**src/rtl/mbist_seq_pkg.sv**
```systemverilog
// Shared definitions for the multi-memory MBIST sequencer.
//   - State encoding of the sequencer FSM (IDLE..FINISH = 0..5).
//   - sel_width(): width of the memory select bus for a given memory count.
package mbist_seq_pkg;

    localparam int unsigned STATE_WIDTH = 3;

    localparam logic [STATE_WIDTH-1:0] IDLE   = 3'd0;
    localparam logic [STATE_WIDTH-1:0] SCAN   = 3'd1;
    localparam logic [STATE_WIDTH-1:0] LAUNCH = 3'd2;
    localparam logic [STATE_WIDTH-1:0] WAIT   = 3'd3;
    localparam logic [STATE_WIDTH-1:0] RECORD = 3'd4;
    localparam logic [STATE_WIDTH-1:0] FINISH = 3'd5;

    typedef enum logic [STATE_WIDTH-1:0] {
        StIdle   = IDLE,
        StScan   = SCAN,
        StLaunch = LAUNCH,
        StWait   = WAIT,
        StRecord = RECORD,
        StFinish = FINISH
    } state_e;

    // A single memory still needs a 1-bit select bus.
    function automatic int unsigned sel_width(input int unsigned num_mem);
        return (num_mem <= 1) ? 1 : $clog2(num_mem);
    endfunction

endpackage

```
**src/rtl/mbist_timeout_cnt.sv**
```systemverilog
// Per-memory watchdog counter for the MBIST sequencer.
// Ports:
//   clk, rst_n  clock and synchronous active-low reset
//   clear       zero the counter (takes priority over enable)
//   enable      count up by one per cycle, saturating at all-ones
//   limit       timeout limit; 0 disables expiry
//   expired     registered flag: high while the counter value equals limit-1
module mbist_timeout_cnt #(
    parameter int unsigned TO_WIDTH = 20
) (
    input  logic                clk,
    input  logic                rst_n,
    input  logic                clear,
    input  logic                enable,
    input  logic [TO_WIDTH-1:0] limit,
    output logic                expired
);

    localparam logic [TO_WIDTH-1:0] CNT_MAX = '1;

    logic [TO_WIDTH-1:0] cnt_q, cnt_d;
    logic                expired_q;

    always_comb begin
        cnt_d = cnt_q;
        if (clear) begin
            cnt_d = '0;
        end else if (enable && (cnt_q != CNT_MAX)) begin
            cnt_d = cnt_q + TO_WIDTH'(1);
        end
    end

    // Compare against the next count so that expired lines up with the count
    // it describes; saturation keeps limit = all-ones reachable.
    always_ff @(posedge clk) begin
        if (!rst_n) begin
            cnt_q     <= '0;
            expired_q <= 1'b0;
        end else begin
            cnt_q     <= cnt_d;
            expired_q <= (limit != '0) && (cnt_d == (limit - TO_WIDTH'(1)));
        end
    end

    assign expired = expired_q;

endmodule

```
**src/rtl/mbist_mem_sequencer.sv**
```systemverilog
// Multi-memory MBIST scheduler between the MBIST engine and the memory mux.
// Walks memories 0..NUM_MEM-1, skips masked ones, launches the engine on each
// enabled memory and records pass/fail/timeout per memory.
// Ports:
//   clk, rst_n              clock and synchronous active-low reset
//   start                   begin a pass (only honoured when idle)
//   mem_enable              per-memory test enable, latched at start
//   stop_on_fail            end the pass at the first failing memory, latched
//   timeout_limit           max WAIT cycles per memory (0 = none), latched
//   engine_done/_error      engine completion and its error flag
//   engine_force_terminate  engine aborted by itself, counts as done + error
//   engine_start            one-cycle launch pulse
//   engine_abort            one-cycle pulse when a memory times out
//   memory_sel              memory routed to the engine
//   busy, done              pass in progress / one-cycle end-of-pass pulse
//   tested_map, fail_map, timeout_map  per-memory results of the last pass
module mbist_mem_sequencer
    import mbist_seq_pkg::*;
#(
    parameter int unsigned NUM_MEM   = 8,
    parameter int unsigned SEL_WIDTH = sel_width(NUM_MEM),
    parameter int unsigned TO_WIDTH  = 20
) (
    input  logic                 clk,
    input  logic                 rst_n,
    input  logic                 start,
    input  logic [NUM_MEM-1:0]   mem_enable,
    input  logic                 stop_on_fail,
    input  logic [TO_WIDTH-1:0]  timeout_limit,
    input  logic                 engine_done,
    input  logic                 engine_error,
    input  logic                 engine_force_terminate,
    output logic                 engine_start,
    output logic                 engine_abort,
    output logic [SEL_WIDTH-1:0] memory_sel,
    output logic                 busy,
    output logic                 done,
    output logic [NUM_MEM-1:0]   tested_map,
    output logic [NUM_MEM-1:0]   fail_map,
    output logic [NUM_MEM-1:0]   timeout_map
);

    localparam logic [SEL_WIDTH-1:0] LAST_IDX = SEL_WIDTH'(NUM_MEM - 1);

    state_e               state_q, state_d;
    logic [SEL_WIDTH-1:0] idx_q, idx_d;
    logic [NUM_MEM-1:0]   enable_q, enable_d;
    logic                 stop_q, stop_d;
    logic [TO_WIDTH-1:0]  limit_q, limit_d;
    logic                 err_q, err_d;
    logic [SEL_WIDTH-1:0] sel_q, sel_d;
    logic                 start_pulse_q, start_pulse_d;
    logic                 abort_q, abort_d;
    logic                 busy_q, busy_d;
    logic                 done_q, done_d;
    logic [NUM_MEM-1:0]   tested_q, tested_d;
    logic [NUM_MEM-1:0]   fail_q, fail_d;
    logic [NUM_MEM-1:0]   timeout_q, timeout_d;

    logic cnt_clear, cnt_enable, cnt_expired;

    mbist_timeout_cnt #(
        .TO_WIDTH (TO_WIDTH)
    ) u_timeout_cnt (
        .clk     (clk),
        .rst_n   (rst_n),
        .clear   (cnt_clear),
        .enable  (cnt_enable),
        .limit   (limit_q),
        .expired (cnt_expired)
    );

    // Outputs are registered: each pulse is set on the edge entering the
    // state in which it must be visible.
    always_comb begin
        state_d       = state_q;
        idx_d         = idx_q;
        enable_d      = enable_q;
        stop_d        = stop_q;
        limit_d       = limit_q;
        err_d         = err_q;
        sel_d         = sel_q;
        start_pulse_d = 1'b0;
        abort_d       = 1'b0;
        busy_d        = busy_q;
        done_d        = 1'b0;
        tested_d      = tested_q;
        fail_d        = fail_q;
        timeout_d     = timeout_q;
        cnt_clear     = 1'b0;
        cnt_enable    = 1'b0;

        unique case (state_q)
            StIdle: begin
                if (start) begin
                    enable_d  = mem_enable;
                    stop_d    = stop_on_fail;
                    limit_d   = timeout_limit;
                    tested_d  = '0;
                    fail_d    = '0;
                    timeout_d = '0;
                    idx_d     = '0;
                    busy_d    = 1'b1;
                    state_d   = StScan;
                end
            end
            StScan: begin
                if (enable_q[idx_q]) begin
                    sel_d           = idx_q;
                    start_pulse_d   = 1'b1;
                    tested_d[idx_q] = 1'b1;
                    state_d         = StLaunch;
                end else if (idx_q == LAST_IDX) begin
                    done_d  = 1'b1;
                    busy_d  = 1'b0;
                    state_d = StFinish;
                end else begin
                    idx_d = idx_q + SEL_WIDTH'(1);
                end
            end
            StLaunch: begin
                cnt_clear = 1'b1;
                state_d   = StWait;
            end
            StWait: begin
                cnt_enable = 1'b1;
                // Completion beats a coincident timeout.
                if (engine_done || engine_force_terminate) begin
                    err_d   = engine_error | engine_force_terminate;
                    state_d = StRecord;
                end else if (cnt_expired) begin
                    abort_d          = 1'b1;
                    err_d            = 1'b1;
                    timeout_d[idx_q] = 1'b1;
                    state_d          = StRecord;
                end
            end
            StRecord: begin
                fail_d[idx_q] = err_q;
                if ((err_q && stop_q) || (idx_q == LAST_IDX)) begin
                    done_d  = 1'b1;
                    busy_d  = 1'b0;
                    state_d = StFinish;
                end else begin
                    idx_d   = idx_q + SEL_WIDTH'(1);
                    state_d = StScan;
                end
            end
            StFinish: begin
                state_d = StIdle;
            end
            default: begin
                state_d = StIdle;
            end
        endcase
    end

    always_ff @(posedge clk) begin
        if (!rst_n) begin
            state_q       <= StIdle;
            idx_q         <= '0;
            enable_q      <= '0;
            stop_q        <= 1'b0;
            limit_q       <= '0;
            err_q         <= 1'b0;
            sel_q         <= '0;
            start_pulse_q <= 1'b0;
            abort_q       <= 1'b0;
            busy_q        <= 1'b0;
            done_q        <= 1'b0;
            tested_q      <= '0;
            fail_q        <= '0;
            timeout_q     <= '0;
        end else begin
            state_q       <= state_d;
            idx_q         <= idx_d;
            enable_q      <= enable_d;
            stop_q        <= stop_d;
            limit_q       <= limit_d;
            err_q         <= err_d;
            sel_q         <= sel_d;
            start_pulse_q <= start_pulse_d;
            abort_q       <= abort_d;
            busy_q        <= busy_d;
            done_q        <= done_d;
            tested_q      <= tested_d;
            fail_q        <= fail_d;
            timeout_q     <= timeout_d;
        end
    end

    assign engine_start = start_pulse_q;
    assign engine_abort = abort_q;
    assign memory_sel   = sel_q;
    assign busy         = busy_q;
    assign done         = done_q;
    assign tested_map   = tested_q;
    assign fail_map     = fail_q;
    assign timeout_map  = timeout_q;

endmodule

```
**config.mk**
```make
export PLATFORM = sky130hd
export DESIGN_NAME = mbist_mem_sequencer
export DESIGN_NICKNAME = d
export VERILOG_FILES = /design/src/rtl/mbist_seq_pkg.sv /design/src/rtl/mbist_timeout_cnt.sv /design/src/rtl/mbist_mem_sequencer.sv
export SDC_FILE = /design/constraint.sdc
export NUM_CORES = 1
export LEC_CHECK = 0
export ABC_AREA = 1
export CAP_MARGIN = 30
export CORE_ASPECT_RATIO = 2
export CORE_MARGIN = 1.5
export CORE_UTILIZATION = 45
export DETAILED_ROUTE_END_ITERATION = 10
export PLACE_DENSITY = 0.67
export SYNTH_ARGS = -nofsm -noshare
export SYNTH_HDL_FRONTEND = slang
export SYNTH_HIERARCHICAL = 1
export SYNTH_SLANG_ARGS = --single-unit
```
**constraint.sdc**
```tcl
create_clock -name clk -period 3.4 [get_ports clk]
set_clock_uncertainty 0.1 [all_clocks]
set_input_delay 0.68 -clock clk [delete_from_list [all_inputs] [get_ports clk]]
set_output_delay 0.68 -clock clk [all_outputs]
set_load 0.005 [all_outputs]
```
==> summary.md <==
| Metric | Value |
|---|---|
| Status | finished clean |
| R2R setup slack | 750 ps |
| Mapped Cells | 777 |
| Number of global-route vias before repair | 5033 |
| Rows | 54 |
| Kind of critical path | reg2reg |
| Syn_nets | 816 |
| Crit path launch type | register |
| Reg clk slew, reported paths | 70 ps |
| Synth Area in Adders | 1.00% |
| Buf/Inv on CP | 5 |
| Core region area | 10900 um2 |
| Layout cells sized above 1 | 7.76% |
| Internal cell power | 2.22 mW |
| Fmax | 0.377 GHz |
| CP max stage cell | dfxtp_1 |
| Total power | 3.85 mW |
| Post-synthesis mux area share | 0% |
| Sequential power share | 33.7% |
| CTS buffer count | 9 |
| Setup TNS | 0 ps |
| FILL cells | 1092 |
| CP Max Fanout | 11 |
| P_leak | 2.58 nW |
| Comb pwr share | 40.4% |
| Root Driver | clkbuf_16 |
| Largest net degree at the start of global routing | 38 |
| Vias | 5066 |
| ANT nets after route | 0 |
| Initial core utilization | 45.9% |
| Synth cell types | 38 |
| Slowest stage delay, CP | 340 ps |
| Total congestion overflow | 0 |
| Pre-antenna DRT Iters | 5 |
| First-pass GRT wire length | 23.7 mm |
| N_diodes | 0 |
| FF-to-FF End | u_timeout_cnt/expired$_SDFF_PN0_ |
| Sw Pwr | 1.64 mW |
| DR DRC count | 0 |
| Main synth FF type | dfxtp_1 |
| Crit-path cells | inv_1 > nand3_1 > inv_1 > buf_4 > inv_1 > nor2_2 > nand2_1 > nor2_1 > nand2_1 > nand2_1 > nand3_1 > nand2_1 > nand2_1 > inv_1 > nand2_1 > nor2_1 > nand3_1 > nor2_2 |
| Fin nets | 872 |
| P per Cell Area | 642 nW/um2 |
| Worst r2r path cells | 18 |
| Max-cap check violation count | 0 |
| Placed instance area | 5710 um2 |
| Hold_sp | busy$_SDFFE_PN0P_ |
| H-tree levels | 3 |
| Area Growth Syn to Fin | 20.2% |
| Port Buffers | 65 |
| Post-synth EDFFs | 0 |
| Hold-fix buffers at CTS | 0 |
| Main combinational cell family by area after synthesis | simple AND/OR/NAND/NOR gates |
| Top cell family by delay on the critical path | simple AND/OR/NAND/NOR gates |
| Synth Area in XOR/XNOR | 2.10% |
| Slew Limit Headroom | 49.0% |
| Ys async rst share | 0% |
| Clock power share | 25.9% |
| PnR worst setup slack | 746 ps |
| Syn avg cell area | 6.43 um2 |
| Max Root-Sink Buffers | 2 |
| CP required | 3580 ps |
| Hold Crit Class | reg2reg |
| Worst r2r src | state_q[2]$_SDFFE_PN0P_ |
| Setup violations, final | 0 |
| Net switching share of the total power | 42.5% |
| Simple-gate portion of the synthesized area | 42.5% |
| DR iter-0 viols | 220 |
| Critical path arrival | 2840 ps |
| Gpl congestion | 0.961 |
| Worst Tran Pin Value | 763 ps |
| Slew Viols, Final | 0 |
| Die Ht | 152 um |
| Hold path depth | 2 |
| Tot GR Track Use | 25.4% |
| Gates resized, CTS repair | 0 |
| Largest area contributor in the netlist | dfxtp_1 |
| Dpl hpwl | 11.4 mm |
| Post-route design area | 6000 um2 |
| Worst-case vdd ir drop | 386 uV |
| Post-Syn Area | 4990 um2 |
| Clk_lat worst skew | 340 ps |
| RSZ-0062 raised after global routing | no |
| Tmin final | 2650 ps |
| Post-synth top cells | nand2_1 (206), nor2_1 (121), inv_1 (89), dfxtp_1 (88), nand3_1 (60) |
| Final Hold Viols | 0 |
| Die ar. | 11800 um2 |
| Critical path's most frequent cell | nand2_1 |
| DR WL/cell | 14.7 um |
| TritonCTS clock tree | built |
| Vias per cell | 5.18 |
| Routed wire length | 14.4 mm |
| Yosys top cell area share | 35.3% |
| Tcrit/Tclk final | 78.1% |
| Setup bufs post-CTS | 0 |
| Register area share after synthesis | 35.3% |
| Cell with the most instances after synthesis | nand2_1 |
| Endpoint, Worst Hold | busy$_SDFFE_PN0P_ |
| Worst setup EP type | register |
| Core Util, Final | 55.2% |
| Register bit total from synthesis | 88 |
| Most area-consuming cells after synthesis | dfxtp_1 (35%), nand2_1 (15%), nor2_1 (9.1%) |
| Syn. warnings | 6 |
| Initial antenna violation count | 0 |
| Die width | 77.5 um |
| Number of I/O pins | 66 |
| DP Worst Slack | 734 ps |
| Count of clock tree sinks | 88 |
| Complex-gate fraction of the synthesized area | 8.59% |
==> stage by stage <==
| step | std cells | hold WS (ps) |
|---|---|---|
| CTS | 978 | 362 |
| global placement | 962 | 349 |
| detailed placement | 962 | 355 |
| finish | 978 | 355 |
| global route | 978 | 379 |
| floorplan | 777 | 343 |
==> cells by family after synthesis <==
| kind of cell | Yosys count |
|---|---|
| adders and majority gates | 4 |
| DFF | 88 |
| xor gates and xnor gates | 12 |
| AOI/OAI and AO/OA | 82 |
| buffers and inverters | 120 |
| and+or+nand+nor | 471 |
==> how the worst max path moves through the flow <==
stage / endpoint / cells after the start / from / slack (ps)
floorplan: u_timeout_cnt/expired$_SDFF_PN0_ / 18 / state_q[2]$_SDFFE_PN0P_ / 1360
global placement: u_timeout_cnt/expired$_SDFF_PN0_ / 18 / state_q[2]$_SDFFE_PN0P_ / 800
detailed placement: u_timeout_cnt/expired$_SDFF_PN0_ / 18 / state_q[2]$_SDFFE_PN0P_ / 730
CTS: u_timeout_cnt/expired$_SDFF_PN0_ / 18 / state_q[2]$_SDFFE_PN0P_ / 710
global route: u_timeout_cnt/expired$_SDFF_PN0_ / 18 / state_q[2]$_SDFFE_PN0P_ / 510
finish: u_timeout_cnt/expired$_SDFF_PN0_ / 18 / state_q[2]$_SDFFE_PN0P_ / 750
==> cells in the final DEF, fill, tap and decap left out, types with 5 or more instances in the layout <==
master             n
a21oi_1           58
clkbuf_16          9
clkdlybuf4s50_1   65
dfxtp_1           88
inv_1             89
nand2_1          206
nand2_2            7
nand3_1           60
nand3_2           10
nand4_1           31
nor2_1           121
nor2_2            14
nor3_1             9
o21ai_0           16
o21bai_1           5
xor2_1             9
==> layer usage <==
layer / up-vias / share of wire (%) / track usage [%]
li1: 2598 / - / -
met1: 2287 / 34 / 23.3
met2: 132 / 57 / 49.8
met3: 49 / 3.7 / 4.38
met4: 0 / 5.5 / 15.0
met5: - / 0 / 0
==> power groups by stage <==
stage               registers [mW]  clock network, mW  logic (mW)
floorplan                     1.26                  0        1.18
global placement              1.32                  0        1.51
detailed placement            1.32                  0        1.54
CTS                           1.30               1.02        1.55
global route                  1.32               1.05        1.77
finish                        1.30              0.997        1.56
==> worst min-delay path, stage by stage (launching register included) <==
cell     delay, ps
dfxtp_1        310
inv_1           50
a21oi_1         50
==> registers in the layout (all words and copies together), names as in the netlist <==
name                   flops
memory_sel                 3
idx_q                      3
enable_q                   8
state_q                    3
u_timeout_cnt/expired      1
engine_start               1
u_timeout_cnt/cnt_q       20
busy                       1
err_q                      1
limit_q                   20
engine_abort               1
done                       1
fail_map                   8
tested_map                 8
timeout_map                8
stop_q                     1
==> final cells by class <==
type	instances	area, um2	area share (%)
clock buffer	9	225	3.75
timing repair buffer	68	686	11.4
tap	140	175	2.92
inverter	97	379	6.31
multi-input combinational	569	2710	45.1
sequential	88	1760	29.3
clock inverter	7	70.1	1.17
No activity file was read; power rests on OpenSTA's default activity.
==> RTL change 1 (same settings) <==
`STATE_WIDTH`: 3 -> 4.
--- a/src/rtl/mbist_seq_pkg.sv
+++ b/src/rtl/mbist_seq_pkg.sv
@@ -3,7 +3,7 @@
 //   - sel_width(): width of the memory select bus for a given memory count.
 package mbist_seq_pkg;
 
-    localparam int unsigned STATE_WIDTH = 3;
+    localparam int unsigned STATE_WIDTH = 4;
 
     localparam logic [STATE_WIDTH-1:0] IDLE   = 3'd0;
     localparam logic [STATE_WIDTH-1:0] SCAN   = 3'd1;
Check against the original RTL: same outputs for any inputs over 10 cycles, from zero or initial values and one cycle with rst_n low; that may be too few to reach the edited logic, so the function may still have changed.
==> RTL change 1 against the original RTL <==
- power is 6.0% higher
- design area fell by 0.10%
- sequential cell count is the same
- area after synthesis shrank 0.48%
- setup slack improved by 130 ps
- wire length grew 0.49%
- count of clock-buffer cells in the layout unchanged
==> RTL change 1: results (changes against the original RTL) <==
status:
  outcome: "completed"
final_layout:
  multi_input_area_um2: 2620  # -3.2%
  final_nets: 863  # -1.0%
  drive_gt1_share_pct: 8.45  # +0.70 points
  clk_share_pct: 4.61  # -0.31 points
  multi_input_area_share_pct: 43.7  # -1.4 points
  area_growth_pct: 20.7
  ff_latch_area_um2: 1760  # unchanged
  multi_input_cells: 526  # -7.6%
  n_fill_cell: 1112  # +1.8%
  inv_count: 131  # +35%
setup_path:
  critPathMaxFanout: 12  # +1
  rr_worst_depth: 16  # -2
  rrSetupSlack_ps: 880  # +130 ps
  r2r_start: "state_q[0]"
  critPathMaxStageDelay_ps: 510  # +170 ps
  cp.arrival_ps: 2700  # -140 ps
timing:
  worst_pin_slew_ps: 772  # +8.73 ps
  clock.fmax_mhz: 397  # +5.3%
  hold_slack_ps: 347  # -7.62 ps
yosys:
  yosysSeqAreaShare_pct: 35.4  # +0.17 points
  synth_area_per_cell_um2: 6.50  # +1.1%
  netlist_top_cells_count: "nand2_1 (164), inv_1 (124), nor2_1 (97), dfxtp_1 (88), a21oi_1 (56)"
  synth_area_leaders: "dfxtp_1 (35%), nand2_1 (12%), inv_1 (9.4%)"
  synthesis.nets: 804  # -1.5%
grt:
  grt_pass1_wl_um: 22600  # -4.4%
  grt_max_degree: 60  # +58%
  gr-usage-all-layers_pct: 25.2  # -0.19 points
place:
  place_ws_ps: 885  # +151 ps
  post-place-cells: 953  # -0.94%
  place.gp.congestion: 0.962  # +0.11%
  place_area_um2: 5720  # +0.22%
  dp_hpwl_um: 11500  # +1.2%
route:
  vias: 4941  # -2.5%
  wl_um: 14400  # +0.49%
  viasPerCell: 5.10  # -1.5%
  initialDrtViolationCount: 198  # -10%
power:
  vdd_drop_max_uv: 413  # +7.0%
  p_leak_nw: 2.52  # -2.3%
[RTL change 1: layer usage]
metal | vias to the layer above | GRT usage, % | part of all wire (%)
met5 | - | 0 | 0
met4 | 0 | 17.6 | 4.9
met3 | 37 | 3.17 | 2.3
met2 | 98 | 51.0 | 58
met1 | 2252 | 22.2 | 35
li1 | 2554 | - | -
[RTL change 1: cells by family (layout without fill, tap and decap cells)]
family	Yosys count	in the layout	synth area share (%)
simple gates	396	396	37.0
xor+xnor	12	12	2.11
fa+ha+maj	4	4	1.01
buf+inv	151	214	11.9
flops	88	88	35.4
compound gates	114	114	12.6
[RTL change 1: where the power goes]
group | internal [mW] | leakage, nW | switching (mW) | total [mW]
Combinational | 0.610 | 1.68 | 1.16 | 1.77
Sequential | 1.21 | 0.717 | 0.171 | 1.38
Clock | 0.502 | 0.126 | 0.436 | 0.937
==> RTL change 2 (same flow settings) <==
Made on the original files. Reset style: asynchronous (`rst_n`), changed in 2 clocked blocks. Comments in the files are not updated.
--- a/src/rtl/mbist_timeout_cnt.sv
+++ b/src/rtl/mbist_timeout_cnt.sv
@@ -32,7 +32,7 @@
 
     // Compare against the next count so that expired lines up with the count
     // it describes; saturation keeps limit = all-ones reachable.
-    always_ff @(posedge clk) begin
+    always_ff @(posedge clk or negedge rst_n) begin
         if (!rst_n) begin
             cnt_q     <= '0;
             expired_q <= 1'b0;
--- a/src/rtl/mbist_mem_sequencer.sv
+++ b/src/rtl/mbist_mem_sequencer.sv
@@ -155,7 +155,7 @@
         endcase
     end
 
-    always_ff @(posedge clk) begin
+    always_ff @(posedge clk or negedge rst_n) begin
         if (!rst_n) begin
             state_q       <= StIdle;
             idx_q         <= '0;
Check against the original RTL: differs if rst_n is asserted again (counterexample within 4 cycles, from zero or initial values and one cycle with rst_n low); with rst_n held inactive, the same outputs for 10 cycles.
==> RTL change 2 against the original RTL <==
- count of clock-buffer cells in the layout stayed put
- setup slack worse by 15 ps
- design area is 8.3% higher
- sequential power increased by 27%
- die area up 8.2%
- area after synthesis is 8.5% higher
- wire length rose by 8.4%
- clock power increased by 22%
- sequential cell count unchanged
- power rose by 31%
- largest cell class unchanged
==> RTL change 2: results (changes against the original RTL) <==
yosys:
  synth.distinct_cells: 37  # -2.6%
  synthAdderAreaFrac_pct: 0.924  # -0.078 points
  synth_compound_area_share_pct: 5.91  # -2.7 points
  ys.flop_type: "dfrtp_1"
  netlist_top_cells_count: "nand2_1 (256), inv_1 (100), dfrtp_1 (88), nor2_1 (78), nand3_1 (53)"
  synthArstFlopShare_pct: 100  # +100 points
  synth_xor_xnor_area_share_pct: 2.10  # -0.0031 points
  synth_area_leaders: "dfrtp_1 (41%), nand2_1 (18%), inv_1 (6.9%)"
  synthesis.nets: 804  # -1.5%
  yosysSeqAreaShare_pct: 40.6  # +5.4 points
power:
  vdd_drop_max_uv: 514  # +33%
  p_leak_nw: 3.32  # +29%
  p_int_mw: 2.91  # +31%
status:
  outcome: "completed"
grt:
  gr-usage-all-layers_pct: 26.6  # +1.2 points
  grt_pass1_vias: 5113  # +1.6%
  grt_max_degree: 51  # +34%
  grt_pass1_wl_um: 25300  # +6.9%
place:
  dp_hpwl_um: 12300  # +7.7%
  place.gp.congestion: 0.947  # -1.4%
  place_ws_ps: 738  # +3.61 ps
clock_network:
  clk_latency_ps: 340  # about the same
  clk_path_buf_depth: 2  # unchanged
  htree_levels: 3  # unchanged
  cts-resized-gates: 0  # unchanged
hold_path:
  min_path_type: "in -> async"
final_layout:
  final_nets: 866  # -0.69%
  diodes: 0  # unchanged
  drive_gt1_share_pct: 10.6  # +2.8 points
  reg_top3: "limit_q (20), u_timeout_cnt/cnt_q (20)"
  n_fill_cell: 1184  # +8.4%
setup_path:
  crit_family: "simple AND/OR/NAND/NOR gates"
  critPathMaxStageDelay_ps: 490  # +150 ps
  cp_slowest_cell: "dfrtp_1"
  critPathMaxFanout: 13  # +2
timing:
  hold_viol_final: 0  # unchanged
  relSlewSlack_pct: 52.7  # +3.6 points
route:
  initialDrtViolationCount: 197  # -10%
  wl_per_cell_um: 16.0  # +8.6%
  viasPerCell: 5.17  # -0.15%
## RTL change 2: changes by cell type after synthesis, sizes merged, moves of 26 or more
cell   before  now
a21oi      58   14
dfrtp       0   88
dfxtp      88    0
inv        95  121
nand2     214  267
nor2      137   90
## RTL change 2: path summary, 6_finish.rpt
kind | startpoint | end | slack [ps] | cells past startpoint
setup / recovery | state_q[2] | u_timeout_cnt/expired | 730 | 16
hold / removal | rst_n | u_timeout_cnt/cnt_q[10] | 220 | 1
setup reg to reg | state_q[2] | u_timeout_cnt/expired | 730 | 16
hold reg to reg | enable_q[6] | enable_q[6] | 370 | 2
max in group asynchronous | rst_n | fail_map[5] | 2290 | 2
min in group clk | enable_q[6] | enable_q[6] | 370 | 2
## RTL change 2: through the flow
step	power, mW	instance area (um2)	instances	util (%)
after CTS	5.08	6500	976	55.6
after floorplan	3.13	5420	765	-
after detailed placement	3.83	6140	961	52.4
after global placement	3.80	6140	961	52.4
after global routing	5.41	6500	976	55.6
final	5.04	6500	976	55.6
## RTL change 2: layout make-up
type | instances | area share (%)
clock buffers | 9 | 3.46
clock inverters | 6 | 2.16
inverters | 124 | 7.16
multi-input cells | 534 | 39.8
flip-flops and latches | 88 | 33.9
well taps | 145 | 2.79
repair buffers | 70 | 10.7
## RTL change 2: routing by layer
layer  share of wire [%]  global-route usage [%]  up-vias
li1                    -                       -     2508
met1                  35                    25.7     2399
met2                  59                    53.2      107
met3                 2.6                    3.52       34
met4                 3.6                    12.2        0
met5                   0                       0        -
## RTL change 2: power by group through the flow
stage | clock network (mW) | registers, mW | logic [mW]
finish | 1.22 | 1.65 | 2.17
global route | 1.28 | 1.69 | 2.43
CTS | 1.24 | 1.66 | 2.18
detailed placement | 0 | 1.67 | 2.16
global placement | 0 | 1.66 | 2.13
floorplan | 0 | 1.57 | 1.56
